`config.mk`:
```
export PLATFORM = sky130hd
export DESIGN_NAME = pipe_controller
export DESIGN_NICKNAME = d
export VERILOG_FILES = /design/src/rtl/ctrl_pkg.sv /design/src/rtl/ctrl_decode.sv /design/src/rtl/pipe_controller.sv
export SDC_FILE = /design/constraint.sdc
export NUM_CORES = 1
export LEC_CHECK = 0
export CORE_MARGIN = 10
export CORE_UTILIZATION = 42
export CTS_BUF_LIST = sky130_fd_sc_hd__clkbuf_8
export DETAILED_ROUTE_END_ITERATION = 7
export GPL_ROUTABILITY_DRIVEN = 0
export PLACE_DENSITY = 0.81
export SLEW_MARGIN = 0
export SYNTH_ARGS = -nofsm -noshare
export SYNTH_HDL_FRONTEND = slang
export SYNTH_SLANG_ARGS = --single-unit
```
`constraint.sdc`:
```
create_clock -name clk -period 2.4 [get_ports clk]
set_input_delay 0.48 -clock clk [delete_from_list [all_inputs] [get_ports clk]]
set_output_delay 0.48 -clock clk [all_outputs]
set_load 0.005 [all_outputs]
```
`src/rtl/ctrl_pkg.sv`:
```
// ctrl_pkg: shared definitions for the pipelined MIPS control unit.
//   - opcode / funct encodings decoded in the Decode stage
//   - ALU operation codes (4-bit canonical form, resized at the top level)
//   - per-stage control bundles: the EX bundle nests the MEM bundle, which
//     nests the WB bundle, so each stage register simply forwards the
//     sub-struct the next stage needs.
package ctrl_pkg;

  localparam logic [5:0] OP_RTYPE = 6'b000000;
  localparam logic [5:0] OP_J     = 6'b000010;
  localparam logic [5:0] OP_BEQ   = 6'b000100;
  localparam logic [5:0] OP_BNE   = 6'b000101;
  localparam logic [5:0] OP_ADDI  = 6'b001000;
  localparam logic [5:0] OP_SLTI  = 6'b001010;
  localparam logic [5:0] OP_ANDI  = 6'b001100;
  localparam logic [5:0] OP_ORI   = 6'b001101;
  localparam logic [5:0] OP_XORI  = 6'b001110;
  localparam logic [5:0] OP_LUI   = 6'b001111;
  localparam logic [5:0] OP_LW    = 6'b100011;
  localparam logic [5:0] OP_SW    = 6'b101011;

  localparam logic [5:0] F_NOP = 6'b000000;
  localparam logic [5:0] F_ADD = 6'b100000;
  localparam logic [5:0] F_SUB = 6'b100010;
  localparam logic [5:0] F_AND = 6'b100100;
  localparam logic [5:0] F_OR  = 6'b100101;
  localparam logic [5:0] F_XOR = 6'b100110;
  localparam logic [5:0] F_NOR = 6'b100111;
  localparam logic [5:0] F_SLT = 6'b101010;

  localparam logic [3:0] ALU_AND = 4'b0000;
  localparam logic [3:0] ALU_OR  = 4'b0001;
  localparam logic [3:0] ALU_ADD = 4'b0010;
  localparam logic [3:0] ALU_XOR = 4'b0011;
  localparam logic [3:0] ALU_NOR = 4'b0100;
  localparam logic [3:0] ALU_LUI = 4'b0101;
  localparam logic [3:0] ALU_SUB = 4'b0110;
  localparam logic [3:0] ALU_SLT = 4'b0111;

  typedef struct packed {
    logic regwrite;
    logic memtoreg;
  } wb_ctrl_t;

  typedef struct packed {
    logic     memwrite;
    wb_ctrl_t wb;
  } mem_ctrl_t;

  typedef struct packed {
    logic      alusrc;
    logic      regdst;
    logic [3:0] alu;
    mem_ctrl_t mem;
  } ex_ctrl_t;

endpackage

```
`src/rtl/ctrl_decode.sv`:
```
// ctrl_decode: purely combinational opcode/funct decoder.
// Ports:
//   op, funct  : instruction[31:26] / instruction[5:0] in Decode
//   ctrl       : control bundle to be carried through EX/MEM/WB
//   branch     : beq or bne
//   bne        : branch condition is inverted (bne)
//   jump       : j
//   zeroext    : immediate is zero-extended (logical immediates, lui)
//   illegal    : unrecognised encoding; every other output forced to 0
// EXT_OPS=0 treats andi/ori/xori/lui/bne and R-type xor/nor as illegal.
module ctrl_decode
  import ctrl_pkg::*;
#(
  parameter bit EXT_OPS = 1'b1
) (
  input  logic [5:0] op,
  input  logic [5:0] funct,
  output ex_ctrl_t   ctrl,
  output logic       branch,
  output logic       bne,
  output logic       jump,
  output logic       zeroext,
  output logic       illegal
);

  always_comb begin
    ctrl    = '0;
    branch  = 1'b0;
    bne     = 1'b0;
    jump    = 1'b0;
    zeroext = 1'b0;
    illegal = 1'b0;
    case (op)
      OP_RTYPE: begin
        // funct 0 is the canonical NOP: everything stays zero, not illegal
        if (funct != F_NOP) begin
          ctrl.mem.wb.regwrite = 1'b1;
          ctrl.regdst          = 1'b1;
          case (funct)
            F_ADD:   ctrl.alu = ALU_ADD;
            F_SUB:   ctrl.alu = ALU_SUB;
            F_AND:   ctrl.alu = ALU_AND;
            F_OR:    ctrl.alu = ALU_OR;
            F_SLT:   ctrl.alu = ALU_SLT;
            F_XOR:   if (EXT_OPS) ctrl.alu = ALU_XOR; else illegal = 1'b1;
            F_NOR:   if (EXT_OPS) ctrl.alu = ALU_NOR; else illegal = 1'b1;
            default: illegal = 1'b1;
          endcase
        end
      end
      OP_LW: begin
        ctrl.mem.wb.regwrite = 1'b1;
        ctrl.mem.wb.memtoreg = 1'b1;
        ctrl.alusrc          = 1'b1;
        ctrl.alu             = ALU_ADD;
      end
      OP_SW: begin
        ctrl.mem.memwrite = 1'b1;
        ctrl.alusrc       = 1'b1;
        ctrl.alu          = ALU_ADD;
      end
      OP_BEQ: begin
        branch   = 1'b1;
        ctrl.alu = ALU_SUB;
      end
      OP_BNE: begin
        if (EXT_OPS) begin
          branch   = 1'b1;
          bne      = 1'b1;
          ctrl.alu = ALU_SUB;
        end else illegal = 1'b1;
      end
      OP_ADDI, OP_SLTI: begin
        ctrl.mem.wb.regwrite = 1'b1;
        ctrl.alusrc          = 1'b1;
        ctrl.alu             = (op == OP_ADDI) ? ALU_ADD : ALU_SLT;
      end
      OP_ANDI, OP_ORI, OP_XORI, OP_LUI: begin
        if (EXT_OPS) begin
          ctrl.mem.wb.regwrite = 1'b1;
          ctrl.alusrc          = 1'b1;
          zeroext              = 1'b1;
          case (op)
            OP_ANDI: ctrl.alu = ALU_AND;
            OP_ORI:  ctrl.alu = ALU_OR;
            OP_XORI: ctrl.alu = ALU_XOR;
            default: ctrl.alu = ALU_LUI;
          endcase
        end else illegal = 1'b1;
      end
      OP_J:    jump    = 1'b1;
      default: illegal = 1'b1;
    endcase

    // an illegal encoding must not leak any partial control
    if (illegal) begin
      ctrl    = '0;
      branch  = 1'b0;
      bne     = 1'b0;
      jump    = 1'b0;
      zeroext = 1'b0;
    end
  end

endmodule

```
`src/rtl/pipe_controller.sv`:
```
// pipe_controller: control unit for the five-stage MIPS core.
// Decodes in D (combinational), then carries control through the EX, MEM
// and WB stage registers under hazard-unit stall/flush.
// Ports:
//   clk, rst                  : clock, synchronous active-high reset
//   opD, functD, equalD       : Decode-stage instruction fields, rs==rt
//   stallE, flushE, flushM    : hazard controls (hold EX, bubble EX/MEM)
//   pcsrcD, branchD, jumpD, zeroextD, illegalD : Decode controls
//   regwriteE .. alucontrolE  : EX register
//   regwriteM, memtoregM, memwriteM : MEM register
//   regwriteW, memtoregW      : WB register
// ALUCTRL_W must be >=4 with EXT_OPS=1 and >=3 otherwise.
module pipe_controller
  import ctrl_pkg::*;
#(
  parameter int ALUCTRL_W = 4,
  parameter bit EXT_OPS   = 1'b1
) (
  input  logic                 clk,
  input  logic                 rst,
  input  logic [5:0]           opD,
  input  logic [5:0]           functD,
  input  logic                 equalD,
  input  logic                 stallE,
  input  logic                 flushE,
  input  logic                 flushM,
  output logic                 pcsrcD,
  output logic                 branchD,
  output logic                 jumpD,
  output logic                 zeroextD,
  output logic                 illegalD,
  output logic                 regwriteE,
  output logic                 memtoregE,
  output logic                 memwriteE,
  output logic                 alusrcE,
  output logic                 regdstE,
  output logic [ALUCTRL_W-1:0] alucontrolE,
  output logic                 regwriteM,
  output logic                 memtoregM,
  output logic                 memwriteM,
  output logic                 regwriteW,
  output logic                 memtoregW
);

  ex_ctrl_t  ctrl_p0;
  ex_ctrl_t  ctrl_p1;
  mem_ctrl_t ctrl_p2;
  wb_ctrl_t  ctrl_p3;
  logic      bne_p0;

  // ---- Decode (p0): combinational ----
  ctrl_decode #(.EXT_OPS(EXT_OPS)) u_decode (
    .op      (opD),
    .funct   (functD),
    .ctrl    (ctrl_p0),
    .branch  (branchD),
    .bne     (bne_p0),
    .jump    (jumpD),
    .zeroext (zeroextD),
    .illegal (illegalD)
  );

  assign pcsrcD = branchD & (equalD ^ bne_p0);

  // ---- D -> EX (p1): flush beats stall ----
  always_ff @(posedge clk) begin
    if (rst || flushE)  ctrl_p1 <= '0;
    else if (!stallE)   ctrl_p1 <= ctrl_p0;
  end

  // ---- EX -> MEM (p2): bubble while EX is held so nothing issues twice ----
  always_ff @(posedge clk) begin
    if (rst || flushM || stallE) ctrl_p2 <= '0;
    else                         ctrl_p2 <= ctrl_p1.mem;
  end

  // ---- MEM -> WB (p3): never stalls ----
  always_ff @(posedge clk) begin
    if (rst) ctrl_p3 <= '0;
    else     ctrl_p3 <= ctrl_p2.wb;
  end

  assign regwriteE   = ctrl_p1.mem.wb.regwrite;
  assign memtoregE   = ctrl_p1.mem.wb.memtoreg;
  assign memwriteE   = ctrl_p1.mem.memwrite;
  assign alusrcE     = ctrl_p1.alusrc;
  assign regdstE     = ctrl_p1.regdst;
  assign alucontrolE = ALUCTRL_W'(ctrl_p1.alu);
  assign regwriteM   = ctrl_p2.wb.regwrite;
  assign memtoregM   = ctrl_p2.wb.memtoreg;
  assign memwriteM   = ctrl_p2.memwrite;
  assign regwriteW   = ctrl_p3.regwrite;
  assign memtoregW   = ctrl_p3.memtoreg;

endmodule

```
=== Yosys cells after proc, flatten, opt, wreduce, memory -nomap -nowiden ===
Index checks and enable logic that the tools add are counted.

* Register bits after elaboration: 14
* Bits in latches: 0
* Bits in writable memories: 0
* Memory bits (read-only): 0
* Input port bits: 18
* Logic and storage cells: 67
* Memories: 0

* Add/subtract/negate cells: 0
* Multiply operators: 0
* Divide/modulo/power cells: 0
* Magnitude comparators: 0
* Equal/unequal tests: 18
* Shift operators: 0
* Mux-type cells: 23
* Bitwise logic cells: 2
* Reduce and logical (&&, ||, !) cells: 13

{| class="wikitable"
|+ Operator list
! cell !! count
|-
| $eq 6x6->1 const B || 9
|-
| $eq 6x4->1 const B || 6
|-
| $pmux 4 s5 || 1
|-
| $pmux 3 s6 || 1
|-
| $mux 1 || 15
|-
| $reduce_or 7->1 || 2
|-
| $eq 6x3->1 const B || 2
|-
| $reduce_or 11->1 || 1
|-
| $mux 9 || 1
|-
| $pmux 3 s3 || 1
|-
| $reduce_or 8->1 || 1
|-
| $eq 6x2->1 const B || 1
|-
| $logic_not 6->1 || 1
|-
| $reduce_bool 6->1 || 1
|-
| $reduce_or 2->1 || 3
|-
| $mux 5 || 1
|-
| $pmux 1 s2 || 2
|-
| $reduce_or 4->1 || 1
|-
| $logic_or 1x1->1 || 3
|-
| $mux 3 || 1
|-
| $and 1x1->1 || 1
|-
| $xor 1x1->1 || 1
|}

=== Longest topological paths before layout ===
* Depth in word-level cells: 8
* Depth in mapped cells: 7
* Depth with buffers taken out: 5

=== Hierarchy ===
Synthesis repeated with hierarchy kept, for this count alone.

* Cell total of the unflattened synthesis: 99
* Area, all modules: 903.4 um2

{| class="wikitable"
|+ Modules (own cells, without submodules)
! module !! instances !! cells each !! area an instance (um2)
|-
| pipe_controller || 1 || 43 || 516.7
|-
| ctrl_decode || 1 || 56 || 386.6
|}

=== Least setup slack after synthesis ===
OpenSTA, ideal clock, no wires.

* Path type: input port to output port
* Start: input opD[0]
* End: output illegalD
* Arrival time: 1,590 ps
* Slack: 330 ps
* Stages on the path: 5
* Buffers on the path: 1
* Cells stage by stage: buf_6 or4_4 a211oi_1 a221oi_1 inv_1

* Word-level cells in the longest chain between the ends: 3

{| class="wikitable"
|+ Ends and longest elaborated chain
! element !! line !! RTL
|-
| start: declaration || pipe_controller.sv:21 || <nowiki>input logic [5:0] opD,</nowiki>
|-
| $eq 6x2->1 (tied with other cells) || ctrl_decode.sv:33 || <nowiki>case (op)</nowiki>
|-
| $reduce_or 11->1 (no source line) || n/a ||
|-
| $pmux 1 s2 * || ctrl_decode.sv:33 ||
|-
| end: declaration || pipe_controller.sv:31 || <nowiki>output logic illegalD,</nowiki>
|}

Mark *: on every way between the ends. The rest lies on a longest branch, timed or not.

=== Worst setup path after layout ===
* Start: input opD[1]
* End: output illegalD

The elaborated chain is that of the path after synthesis.

==> flow_summary_export.csv <==
group,metric,value,unit
job,max_cap_violations,0,
min_path,hold_class,"reg2reg",
clock_tree,cts_tree,"built",
place,post-place-ws,-0.6274,ns
timing,finalCritPeriodShare,0.9687,
clock_tree,clk_latency,0.24,ns
finish,num-fill-cells,122,
worst_setup_path,arrival,1.84,ns
drt,vias_per_cell,5.656,
synth,synth_edf_count,0,
drt,ant_nets,0,
drt,drt-initial-drc-count,49,
grt,top_usage_layer,"met2",
floorplan,core,1802,um2
grt,globalRouteOverflowTotal,0,
timing,slew_violations,0,
finish,mostFrequentLayoutCell,"buf_4",
grt,antenna_found_initial,0,
drt,firstDrtPassIters,4,
synth,yosys_register_bits,13,
worst_setup_path,max_stage_delay,0.55,ns
worst_setup_path,worstPathBufferInverterCount,3,
finish,fin_nets,180,
floorplan,die_x,64.31,um
floorplan,start_util,0.4576,
grt,met3_usage,0.05226,
finish,final_cell_mix,"21 x buf_4, 19 x clkdlybuf4s50_1, 13 x dfxtp_1",
clock_tree,root_buffer,"clkbuf_8",
grt,grt_pass1_wl,4.567,mm
worst_setup_path,critPathTopFamily,"simple AND/OR/NAND/NOR gates",
place,hpwl,2.078,mm
synth,synthesis.area,824.5,um2
timing,hold_violations,0,
synth,seq_area_frac_synth,0.3156,
synth,yosysWarnings,0,
worst_setup_path,rr_worst_depth,2,
floorplan,die_h,64.31,um
synth,async_reset_ff_frac,0,
timing,grt_setup_unrepaired,"false",
floorplan,io_pins,37,
timing,max_clock_freq,430.1,MHz
grt,gr-usage-met1,0.1391,
synth,synth_ff_type,"dfxtp_1",
drt,vias,1052,
min_path,hold_end,"memtoregW$_SDFF_PP0_",
timing,setup_violations,0,
timing,clock_skew,0.004065,ns
finish,diodes,0,
drt,routed_wl,3.066,mm
place,dp.cells,177,
worst_setup_path,required,1.92,ns
clock_tree,cts_htree_levels,1,
worst_setup_path,cp_cell_sequence,"dlygate4sd2_1 -> or4_4 -> a211oi_4 -> a221oi_2 -> inv_1 -> clkdlybuf4s15_2",
worst_setup_path,worstSetupPathType,"in2out",
timing,timing.hold.ws,0.4629,ns
worst_setup_path,cp_slowest_cell,"or4_4",
synth,yosysUniqueCellTypes,41,
min_path,hold_start,"memtoregM$_SDFF_PP0_",
drt,drc,0,
worst_setup_path,reg2reg_from,"memwriteE$_SDFFE_PP0N_",
floorplan,rows,15,
finish,regArea,260.3,um2
min_path,hold_depth,1,
worst_setup_path,r2r_end,"memwriteE$_SDFFE_PP0N_",
worst_setup_path,start_kind,"primary input",
synth,synth_area_per_cell,7.635,um2
clock_tree,clock_path_buffers,2,
place,io_buffer_count,35,
finish,syn_to_final_growth,77.09,%
worst_setup_path,ff2ff_setup_slack,1.74,ns
timing,finalWorstSetupSlack,0.07512,ns
grt,grt_use_total,0.1321,
finish,final_cells,186,
timing,min_period,2.325,ns
power,power_density,377.6,nW/um2
finish,multi_input_area,578.1,um2
grt,first_global_vias,1052,
floorplan,die-area,4135,um2
synth,synth.net_count,126,
clock_tree,cts_made_buffers,3,
power,irDropWorstVdd,0.2235,mV
finish,drive_gt1_frac,0.2795,
synth,synthCells,108,
grt,grt_start_max_net_pins,15,
power,leakagePower,0.6298,nW
clock_tree,clkTransAtPathRegs,0.05,ns
clock_tree,clock-sinks,13,
drt,wl_per_cell,16.48,um
worst_setup_path,cp_max_fo,3,
outcome,outcome,"complete, no violations",
worst_setup_path,end_kind,"output port",
grt,met2_usage,0.2217,
per-layer routing:
metal / share of wire / up-vias
met5: 0 / -
met4: 0.016 / 0
met3: 0.083 / 8
met2: 0.49 / 67
met1: 0.41 / 485
li1: - / 492
synthesized netlist by cell type, drive strengths merged (4+ instances only):
master,n,share of area
nand3,6,0.036
clkbuf,4,0.018
buf,5,0.039
nor2,10,0.046
nor3,4,0.024
dfxtp,13,0.32
nand2,6,0.027
o21ai,4,0.024
a21oi,7,0.042
inv,4,0.018
nand2b,4,0.030
kinds of logic (layout without fill, tap and decap cells):
logic type,count (synthesis),in the layout,synth area share
XOR/XNOR,3,3,0.03187
buffers and inverters,13,66,0.07586
AND/OR/NAND/NOR,50,50,0.3384
other,1,1,0.004548
AO/OA/AOI/OAI,27,27,0.2216
flip-flops,13,13,0.3156
multiplexers,1,1,0.01214
worst register-to-register path, cell delays in order, from the launching register on:
cell     delay, ns
dfxtp_1       0.32
a22oi_1       0.19
nor2_1        0.05
through the flow:
step,area [um2],TNS [ns],power (W),utilization
6_report,1460,0,0.0005513,0.8104
5_1_grt,1460,0,0.0005722,0.8104
4_1_cts,1398,-0.1096,0.0005399,0.7757
3_5_place_dp,1294,-1.610,0.0003434,0.7181
3_3_place_gp,1294,-1.198,0.0003392,0.7181
2_1_floorplan,824.5,0,0.0002758,-
power breakdown:
group          switching (W)  internal (W)
combinational      0.0000699     0.0000722
clock              0.0000781      0.000115
sequential       0.000000239      0.000216
total               0.000148      0.000403
how the worst max path moves through the flow:
stage | startpoint | endpoint | cells past startpoint
floorplan | opD[0] | illegalD | 5
global placement | functD[2] | illegalD | 6
detailed placement | functD[2] | illegalD | 6
CTS | opD[3] | illegalD | 7
global route | opD[1] | illegalD | 6
finish | opD[1] | illegalD | 6
repair_timing:
item,in CTS,in global routing
buffers inserted,1,3
pin swaps,4,4
endpoints found under the setup margin,5,2
hold buffers,0,0
cloned,0,1
resized for setup,21,13
layout make-up:
cell class,instances,area share
clock buffer,3,0.02828
multi-input combinational,82,0.3959
clock inverter,1,0.003428
tap,25,0.02142
sequential,13,0.1782
timing repair buffer,58,0.3625
inverter,4,0.01028
state kept, by name (all words and copies together), names as in the netlist:
| register | count |
|---|---|
| alucontrolE | 3 |
| alusrcE | 1 |
| memtoregE | 1 |
| memtoregM | 1 |
| memtoregW | 1 |
| memwriteE | 1 |
| memwriteM | 1 |
| regdstE | 1 |
| regwriteE | 1 |
| regwriteM | 1 |
| regwriteW | 1 |
Note: power is estimated with default switching activity, not from simulation.
